## src/rtl/mul8u_prod_accum.sv

```systemverilog
// Streaming accumulator for 16-bit approximate-multiplier products.
// Sums a last-delimited packet and holds the sum, term count and saturation flag until the consumer takes them.
//
// state | meaning
// IDLE  | no packet in progress, ready for the first beat
// ACCUM | packet in progress, acc/cnt/sat hold partial values
// HOLD  | result presented on out_*, input side stalled
module mul8u_prod_accum #(
    parameter int ACC_W = 24,
    parameter int CNT_W = 8
) (
    input  logic             clk,
    input  logic             rst,
    input  logic             in_valid,
    output logic             in_ready,
    input  logic [15:0]      in_prod,
    input  logic             in_last,
    output logic             out_valid,
    input  logic             out_ready,
    output logic [ACC_W-1:0] out_sum,
    output logic [CNT_W-1:0] out_cnt,
    output logic             out_sat
);

    typedef enum logic [1:0] {
        IDLE  = 2'd0,
        ACCUM = 2'd1,
        HOLD  = 2'd2
    } state_t;

    state_t           state;
    state_t           state_nxt;
    logic [ACC_W-1:0] acc;
    logic [CNT_W-1:0] cnt;
    logic             sat;
    logic             accept;
    logic [ACC_W:0]   nsum_wide;
    logic [ACC_W-1:0] sum_new;
    logic [CNT_W-1:0] cnt_new;
    logic             sat_new;

    assign accept = in_valid & in_ready;

    // The extra carry bit of nsum_wide flags overflow; the sum then clips to all-ones.
    always_comb begin
        nsum_wide = {1'b0, acc} + {{(ACC_W - 15){1'b0}}, in_prod};
        sum_new   = nsum_wide[ACC_W] ? {ACC_W{1'b1}} : nsum_wide[ACC_W-1:0];
        sat_new   = sat | nsum_wide[ACC_W];
        cnt_new   = (cnt == {CNT_W{1'b1}}) ? cnt : cnt + {{(CNT_W - 1){1'b0}}, 1'b1};
    end

    always_ff @(posedge clk) begin
        if (rst) begin
            state <= IDLE;
        end else begin
            state <= state_nxt;
        end
    end

    always_comb begin
        state_nxt = state;
        case (state)
            IDLE, ACCUM: begin
                if (accept) begin
                    state_nxt = in_last ? HOLD : ACCUM;
                end
            end
            HOLD: begin
                if (out_ready) begin
                    state_nxt = IDLE;
                end
            end
            default: state_nxt = IDLE;
        endcase
    end

    always_comb begin
        in_ready  = (state != HOLD);
        out_valid = (state == HOLD);
    end

    always_ff @(posedge clk) begin
        if (rst) begin
            acc     <= '0;
            cnt     <= '0;
            sat     <= 1'b0;
            out_sum <= '0;
            out_cnt <= '0;
            out_sat <= 1'b0;
        end else if (accept) begin
            if (in_last) begin
                out_sum <= sum_new;
                out_cnt <= cnt_new;
                out_sat <= sat_new;
                acc     <= '0;
                cnt     <= '0;
                sat     <= 1'b0;
            end else begin
                acc <= sum_new;
                cnt <= cnt_new;
                sat <= sat_new;
            end
        end
    end

endmodule
```

## config.mk

```make
export PLATFORM = sky130hd
export DESIGN_NAME = mul8u_prod_accum
export DESIGN_NICKNAME = d
export VERILOG_FILES = /design/src/rtl/mul8u_prod_accum.sv
export SDC_FILE = /design/constraint.sdc
export NUM_CORES = 1
export LEC_CHECK = 0
export CAP_MARGIN = 15
export CORE_UTILIZATION = 30
export DETAILED_ROUTE_END_ITERATION = 8
export PLACE_DENSITY = 0.55
export REMOVE_ABC_BUFFERS = 1
export SKIP_CTS_REPAIR_TIMING = 1
export SLEW_MARGIN = 20
export SYNTH_ARGS = -nofsm -noshare
export SYNTH_HDL_FRONTEND = slang
export SYNTH_SLANG_ARGS = --single-unit
```

## constraint.sdc

```tcl
create_clock -name clk -period 6.8 [get_ports clk]
set_input_delay 1.36 -clock clk [delete_from_list [all_inputs] [get_ports clk]]
set_output_delay 1.36 -clock clk [all_outputs]
set_load 0.1 [all_outputs]
```

==> flow_summary.ini, run 1 <==
[final_layout]
layout-drive-gt1-share_pct = 6.59
fin_util_pct = 39.6
finalNonFillerCells = 644
design_area_sq_um = 4620
nets = 535
n_antenna_cell = 0
syn2layout_area_growth_pct = 26.2

[routing]
drtAntennaViolNets = 0
drt_iter0_drc = 175
firstDrtPassIters = 4
drt-wirelength-per-cell_microns = 14.7
via_per_inst = 5.28
num_vias = 3398
drt_wl_total_microns = 9440
drc = 0

[sta]
finalWorstSetupSlack_ns = 3.07
period_share_pct = 54.8
holdWs_ns = 0.436
period_minus_slack_ns = 3.73
fin_skew_ns = 0.00673
rsz0062_at_grt = no
timing.final.hold_violations = 0
setup_violations = 0
timing.slew.headroom_pct = 32.1
setup-tns-final_ns = 0
worst_slew_pin_slew_ns = 1.01
slew_violations = 0
fmax_mhz = 268

[worst_setup_path]
path_max_fanout = 20
start_kind = input pin
rr_worst_depth = 9
worstSetupPathType = in2reg
arrival_ns = 3.93
end_kind = register
regToRegSetupSlack_ns = 4.21
r2r_start = acc[0]
crit_required_ns = 7.00
reg2reg_to = acc[21]

[global_routing]
grt_max_degree = 34
grt.overflow.total = 0
grt_pass1_vias = 3265
grt_pass1_wl_microns = 15800
antenna_found_initial = 0
grt_use_total_pct = 15.8

[cts]
path_clk_slew_ns = 0.06
clock_sinks = 68
cts_buffer_depth = 2
cts_tree = done
cts-root-buf = clkbuf_16
numCtsBuffers = 9
clk_latency_ns = 0.33
cts_max_level = 3

[synthesis]
yosysUniqueCellTypes = 61
yosysSeqAreaShare_pct = 37.2
avgSynthCellArea_sq_um = 8.04
yosysWarningCount = 0
postSynth.asyncResetShare_pct = 0
syn_inst = 455
synthFlopType = dfxtp_1
synth_edf_count = 0
synth_area_sq_um = 3660
ys_ff_latch = 68

[floorplanning]
num_rows = 39
core_area_sq_um = 11700
pin_count = 56
fp.dieH_microns = 112
die_area_sq_um = 12600
die_w_microns = 112
start_util_pct = 31.4

[min_path]
holdPathStages = 2
holdPathEnd = out_sum[16]
worstHoldPathType = reg2reg
min-delay-start = out_sum[16]

[placed_design]
placed_cells = 628
post-dp-hpwl_microns = 6630
placed_area_sq_um = 4270
place_congestion = 0.856
io_buffers = 55
place_ws_ns = 2.74

[pwr]
p_leak_nw = 1.76
power_density_nw_per_um2 = 252
vdd_drop_max_uv = 158
finalPower_mw = 1.16

[status]
status = finished, final reports clean

[job]
max_cap_violations = 0
-- per-layer routing --
metal	vias to the layer above	share of wire (%)	track usage, %
li1	1726	-	-
met1	1590	49	20.8
met2	74	45	25.4
met3	8	4.5	4.10
met4	0	1.1	4.71
met5	-	0	0
-- logic make-up after synthesis --
family / share of synthesized area (%)
compound gates: 24.6
simple gates: 22.2
flops: 37.2
mux: 0.821
fa+ha+maj: 6.36
buf+inv: 4.24
xor+xnor: 4.55
-- final cells by class --
type	instances	area, sq um
Clock inverter	6	113
Timing Repair Buffer	57	566
Multi-Input combinational cell	353	2140
Clock buffer	10	229
Fill cell	1203	7050
Tap cell	143	179
Sequential cell	68	1360
Inverter	7	26.3
-- sequential cells by signal (all words and copies together) (netlist names) --
signal / cells
state: 2
sat: 1
out_cnt: 8
acc: 24
out_sat: 1
out_sum: 24
cnt: 8
-- worst max-delay path by stage --
stage	start	to	slack (ns)	cells past startpoint
final	in_prod[0]	acc[21]	3.07	10
after global placement	in_prod[0]	out_sum[23]	2.80	10
after detailed placement	in_prod[0]	out_sum[18]	2.74	10
after CTS	in_prod[0]	out_sum[18]	3.07	10
after floorplan	in_prod[0]	acc[21]	3.45	9
after global routing	in_prod[0]	acc[14]	2.82	10
-- cell usage in the layout (no fill, tap or decap), types with 3 or more instances in the layout --
cell type / n
xor2_1: 11
a21oi_1: 31
nor4_1: 3
or3_1: 3
o31ai_1: 3
nand4_1: 6
o21bai_1: 3
and4_1: 4
nor3_1: 13
nand3_1: 13
nor2_1: 37
clkbuf_16: 9
nand2_1: 69
mux2i_1: 3
o21ai_0: 59
a22o_1: 6
ha_1: 17
bufinv_16: 3
dfxtp_1: 68
and3_1: 9
inv_1: 7
xnor2_1: 8
a31oi_1: 7
clkdlybuf4s50_1: 55
a211oi_1: 6
-- report_power, final --
| group | switching, mW | internal [mW] |
|---|---|---|
| Sequential | 0.00827 | 0.413 |
| Clock | 0.177 | 0.359 |
| Combinational | 0.141 | 0.0628 |
-- Yosys cell counts, types with 7 or more instances --
cell | instances | area [sq um]
a21oi_1 | 31 | 155
a31oi_1 | 7 | 43.8
and3_1 | 9 | 56.3
buf_2 | 7 | 35.0
clkbuf_1 | 15 | 56.3
dfxtp_1 | 68 | 1360
ha_1 | 17 | 213
inv_1 | 7 | 26.3
nand2_1 | 69 | 259
nand3_1 | 13 | 65.1
nor2_1 | 37 | 139
nor3_1 | 13 | 65.1
o21ai_0 | 59 | 295
xnor2_1 | 8 | 70.1
xor2_1 | 11 | 96.3
-- worst max-delay path: stages --
cell             delay (ns)
clkdlybuf4s50_1        0.40
ha_1                   0.25
fa_1                   0.41
a21oi_1                0.30
o21ai_0                0.19
a22oi_2                0.26
a31oi_4                0.17
and2_4                 0.27
nor4_2                 0.22
a211oi_1               0.10
(Power assumes the default switching activity.)
==> run 2: changes to the inputs <==
clock period = 3.45 ns   (was 6.8 ns; I/O delays follow)
==> run 2 against run 1 <==
Against the previous run: clock power increased by 110%; die area stayed put; setup slack worse by 2.7 ns; critical path depth did not move; first-iteration DRC count is 28% lower; sequential share of layout area fell by 0.10 points; sequential cell count unchanged; sequential power up 97%; count of clock-buffer cells in the layout shrank 1; worst hold slack worse by 0.00069 ns; non-clock buffer count grew 6; utilization is 0.14 points higher; critical path type unchanged; critical endpoint unchanged; highest routed layer unchanged.
==> flow_summary.ini, run 2 (synthesized netlist as in run 1, its figures left out) <==
[cts]
clk_latency_ns = 0.34
cts-root-buf = clkbuf_16
cts_buffer_depth = 2
cts_tree = done
clock_sinks = 68
cts_max_level = 3
numCtsBuffers = 9
path_clk_slew_ns = 0.06

[floorplanning]
num_rows = 39
die_area_sq_um = 12600
fp.dieH_microns = 112
pin_count = 56
start_util_pct = 31.4
core_area_sq_um = 11700
die_w_microns = 112

[global_routing]
grt.overflow.total = 0
grt_max_degree = 34
grt_pass1_vias = 3366
grt_pass1_wl_microns = 16300
antenna_found_initial = 0
grt_use_total_pct = 16.3

[worst_setup_path]
worstSetupPathType = in2reg
crit_required_ns = 3.65
path_max_fanout = 20
arrival_ns = 3.26
cpPeakStageDelay_ns = 0.42
start_kind = input pin
critPathSlowestCell = fa_1
path_cells = clkdlybuf4s50_1 -> ha_1 -> fa_1 -> a21oi_1 -> o21ai_0 -> a22oi_2 -> a31oi_4 -> and2_4 -> nor4_2 -> a211oi_1
end_kind = register

[final_layout]
n_antenna_cell = 0
design_area_sq_um = 4630
n_fill_cell = 1203
syn2layout_area_growth_pct = 26.6
finalNonFillerCells = 649
seq_area_sq_um = 1360
fin_util_pct = 39.7
top_regs = acc: 24 flops, out_sum: 24 flops
final_common_cell = nand2_1
multi_input_area_sq_um = 2140
nets = 541
layout-drive-gt1-share_pct = 11.7
final_cell_mix = nand2_1 (69), dfxtp_1 (68), o21ai_0 (59)

[pwr]
power_density_nw_per_um2 = 511
vdd_drop_max_uv = 295
p_leak_nw = 1.83
finalPower_mw = 2.36

[routing]
met3WireLength_microns = 505
drt_wl_total_microns = 9480
drt-wirelength-per-cell_microns = 14.6
met1_length_microns = 4550
drtAntennaViolNets = 0
wl_met2_microns = 4270
drt_iter0_drc = 126
via_per_inst = 5.23
num_vias = 3392
topRoutingLayerUsed = met4
drc = 0
firstDrtPassIters = 4

[placed_design]
io_buffers = 55
place_ws_ns = 0.0489
place_congestion = 0.863
placed_area_sq_um = 4270
placed_cells = 634
post-dp-hpwl_microns = 6650

[sta]
slew_violations = 0
holdWs_ns = 0.435
worst_slew_pin_slew_ns = 0.982
rsz0062_at_grt = no
fmax_mhz = 327
finalWorstSetupSlack_ns = 0.390
period_minus_slack_ns = 3.06
period_share_pct = 88.7
timing.slew.headroom_pct = 34.3
timing.final.hold_violations = 0
setup_violations = 0
setup-tns-final_ns = 0
fin_skew_ns = 0.00818

[min_path]
worstHoldPathType = reg2reg

[job]
max_cap_violations = 0

[status]
status = finished, final reports clean
-- run 2: changes by cell type in the layout (fill, tap and decap cells not counted), sizes merged --
cell           change
clkbuf             -1
buf               +26
bufinv             +1
clkinv             -1
clkdlybuf4s50     -20
-- run 2: per-layer routing --
| layer | vias to the layer above | global-route usage, % |
|---|---|---|
| met2 | 87 | 25.6 |
| met3 | 14 | 3.94 |
| met4 | 0 | 6.13 |
| li1 | 1732 | - |
| met5 | - | 0 |
| met1 | 1559 | 21.7 |
-- run 2: path summary, 6_finish.rpt --
path,from,slack [ns],cells after the start,end
worst max-delay path,in_prod[0],0.39,10,acc[21]
worst min-delay path,out_sum[16],0.44,2,out_sum[16]
worst max register to register,acc[0],0.86,9,acc[21]
worst min register to register,out_sum[16],0.44,2,out_sum[16]
-- run 2: worst max-delay path: cells and delay by family --
family	cells	cell delay [ns]
simple gates	2	0.51
buf+inv	1	0.40
compound gates	5	0.99
fa+ha+maj	2	0.66
-- run 2: layout make-up --
| cell class | count | area share, % |
|---|---|---|
| clock buffers | 9 | 4.86 |
| clock inverters | 6 | 2.97 |
| inverters | 7 | 0.567 |
| multi-input cells | 353 | 46.2 |
| flip-flops and latches | 68 | 29.4 |
| well taps | 143 | 3.86 |
| repair buffers | 63 | 12.1 |
-- run 2: power by group --
part / internal, mW / total, mW / switching (mW)
Combinational: 0.126 / 0.404 / 0.278
Clock: 0.777 / 1.13 / 0.353
Sequential: 0.814 / 0.830 / 0.0158
Total: 1.72 / 2.36 / 0.647
==> run 3: changes to the inputs <==
CORE_MARGIN = 3   (was not set)
==> run 3 against run 2 <==
Against the previous run: sequential cell count did not move; register-to-register slack about the same; sequential power about the same; cell area down 0.51%; cell count increased by 0.15%; largest cell class unchanged; global-route usage shrank 1.2 points; first-iteration DRC count fell by 11%; count of clock-buffer cells in the layout up 1; critical endpoint unchanged; critical path depth did not move; maximum frequency down 0.51%; clock power shrank 6%; largest power group unchanged; utilization fell by 0.20 points.
==> flow_summary.ini, run 3 (synthesized netlist as in run 1, its figures left out) <==
[status]
status = finished, final reports clean

[pwr]
power_density_nw_per_um2 = 498
vdd_drop_max_uv = 288
p_leak_nw = 1.82
finalPower_mw = 2.29

[worst_setup_path]
arrival_ns = 3.27
critPathTopFamily = compound AO/OA/AOI/OAI gates
end_kind = register
start_kind = input pin
crit_required_ns = 3.65
path_cells = clkdlybuf4s50_1 -> ha_1 -> fa_1 -> a21oi_1 -> o21ai_0 -> a22oi_2 -> a31oi_4 -> and2_4 -> nor4_2 -> a211oi_1
worstSetupPathType = in2reg
critPathSlowestCell = fa_1
cpPeakStageDelay_ns = 0.43
path_max_fanout = 20
critPathBufInv = 1

[cts]
cts-root-buf = clkbuf_16
numCtsBuffers = 9
cts_tree = done
clock_sinks = 68
cts_max_level = 3
path_clk_slew_ns = 0.06
cts_buffer_depth = 2
clk_latency_ns = 0.33

[routing]
drt_iter0_drc = 112
drtAntennaViolNets = 0
via_per_inst = 5.22
drt_wl_total_microns = 9840
drt-wirelength-per-cell_microns = 15.1
num_vias = 3392
drc = 0
firstDrtPassIters = 4

[sta]
fin_skew_ns = 0.00705
finalWorstSetupSlack_ns = 0.374
rsz0062_at_grt = no
slew_violations = 0
holdWs_ns = 0.435
setup-tns-final_ns = 0
period_minus_slack_ns = 3.08
setup_violations = 0
period_share_pct = 89.2
worst_slew_pin_slew_ns = 0.973
timing.final.hold_violations = 0
timing.slew.headroom_pct = 34.9
fmax_mhz = 325

[floorplanning]
num_rows = 39
pin_count = 56
core_area_sq_um = 11700
fp.dieH_microns = 116
start_util_pct = 31.4
die_w_microns = 116
die_area_sq_um = 13600

[final_layout]
top_regs = acc: 24 flops, out_sum: 24 flops
syn2layout_area_growth_pct = 26.0
finalNonFillerCells = 650
n_antenna_cell = 0
fin_util_pct = 39.5
final_cell_mix = nand2_1 (69), dfxtp_1 (68), o21ai_0 (59)
final_common_cell = nand2_1
n_fill_cell = 1204
nets = 541
design_area_sq_um = 4610
layout-drive-gt1-share_pct = 11.8

[placed_design]
io_buffers = 55
post-dp-hpwl_microns = 6750
place_ws_ns = 0.0339
placed_area_sq_um = 4270
place_congestion = 0.869
placed_cells = 634

[global_routing]
grt_pass1_wl_microns = 16300
antenna_found_initial = 0
grt_pass1_vias = 3250
grt.overflow.total = 0
grt_use_total_pct = 15.2
grt_max_degree = 34

[min_path]
worstHoldPathType = reg2reg

[job]
max_cap_violations = 0
[run 3: cell types whose count changed in the layout (fill, tap and decap cells not counted), sizes merged]
cell	delta
buf	+1
clkinv	+1
bufinv	-1
clkbuf	+1
clkdlybuf4s50	-1
[run 3: routing by layer]
metal  track usage, %  wire length [microns]  vias to the layer above
met1             20.9                   4910                     1595
met2             23.5                   4420                       59
met4             4.49                    113                        0
li1                 -                      -                     1729
met5                0                      0                        -
met3             3.83                    403                        9
[run 3: path summary, 6_finish.rpt]
| check | to | cells after the start | slack (ns) | start |
|---|---|---|---|---|
| worst min register to register | out_sum[16] | 2 | 0.44 | out_sum[16] |
| worst max-delay path | acc[21] | 10 | 0.37 | in_prod[0] |
| worst max register to register | acc[21] | 9 | 0.85 | acc[0] |
| worst min-delay path | out_sum[16] | 2 | 0.44 | out_sum[16] |
[run 3: worst register-to-register path: cells and delay by family, from the launching register on]
| kind | cells | cell delay [ns] |
|---|---|---|
| AND/OR/NAND/NOR | 2 | 0.49 |
| AO/OA/AOI/OAI | 5 | 1.01 |
| flip-flops | 1 | 0.31 |
| adder cells (fa/ha/maj) | 2 | 0.66 |
[run 3: layout make-up]
cell class	instances	area, sq um	share of cell area, %
multi-input combinational	353	2140	46.5
timing repair buffer	63	558	12.1
inverter	7	26.3	0.570
clock inverter	6	113	2.44
sequential	68	1360	29.5
clock buffer	10	229	4.97
tap	143	179	3.88
[run 3: report_power, final]
part / switching [mW] / total, mW / internal, mW
Clock: 0.348 / 1.06 / 0.707
Sequential: 0.0163 / 0.831 / 0.814
Combinational: 0.282 / 0.408 / 0.126
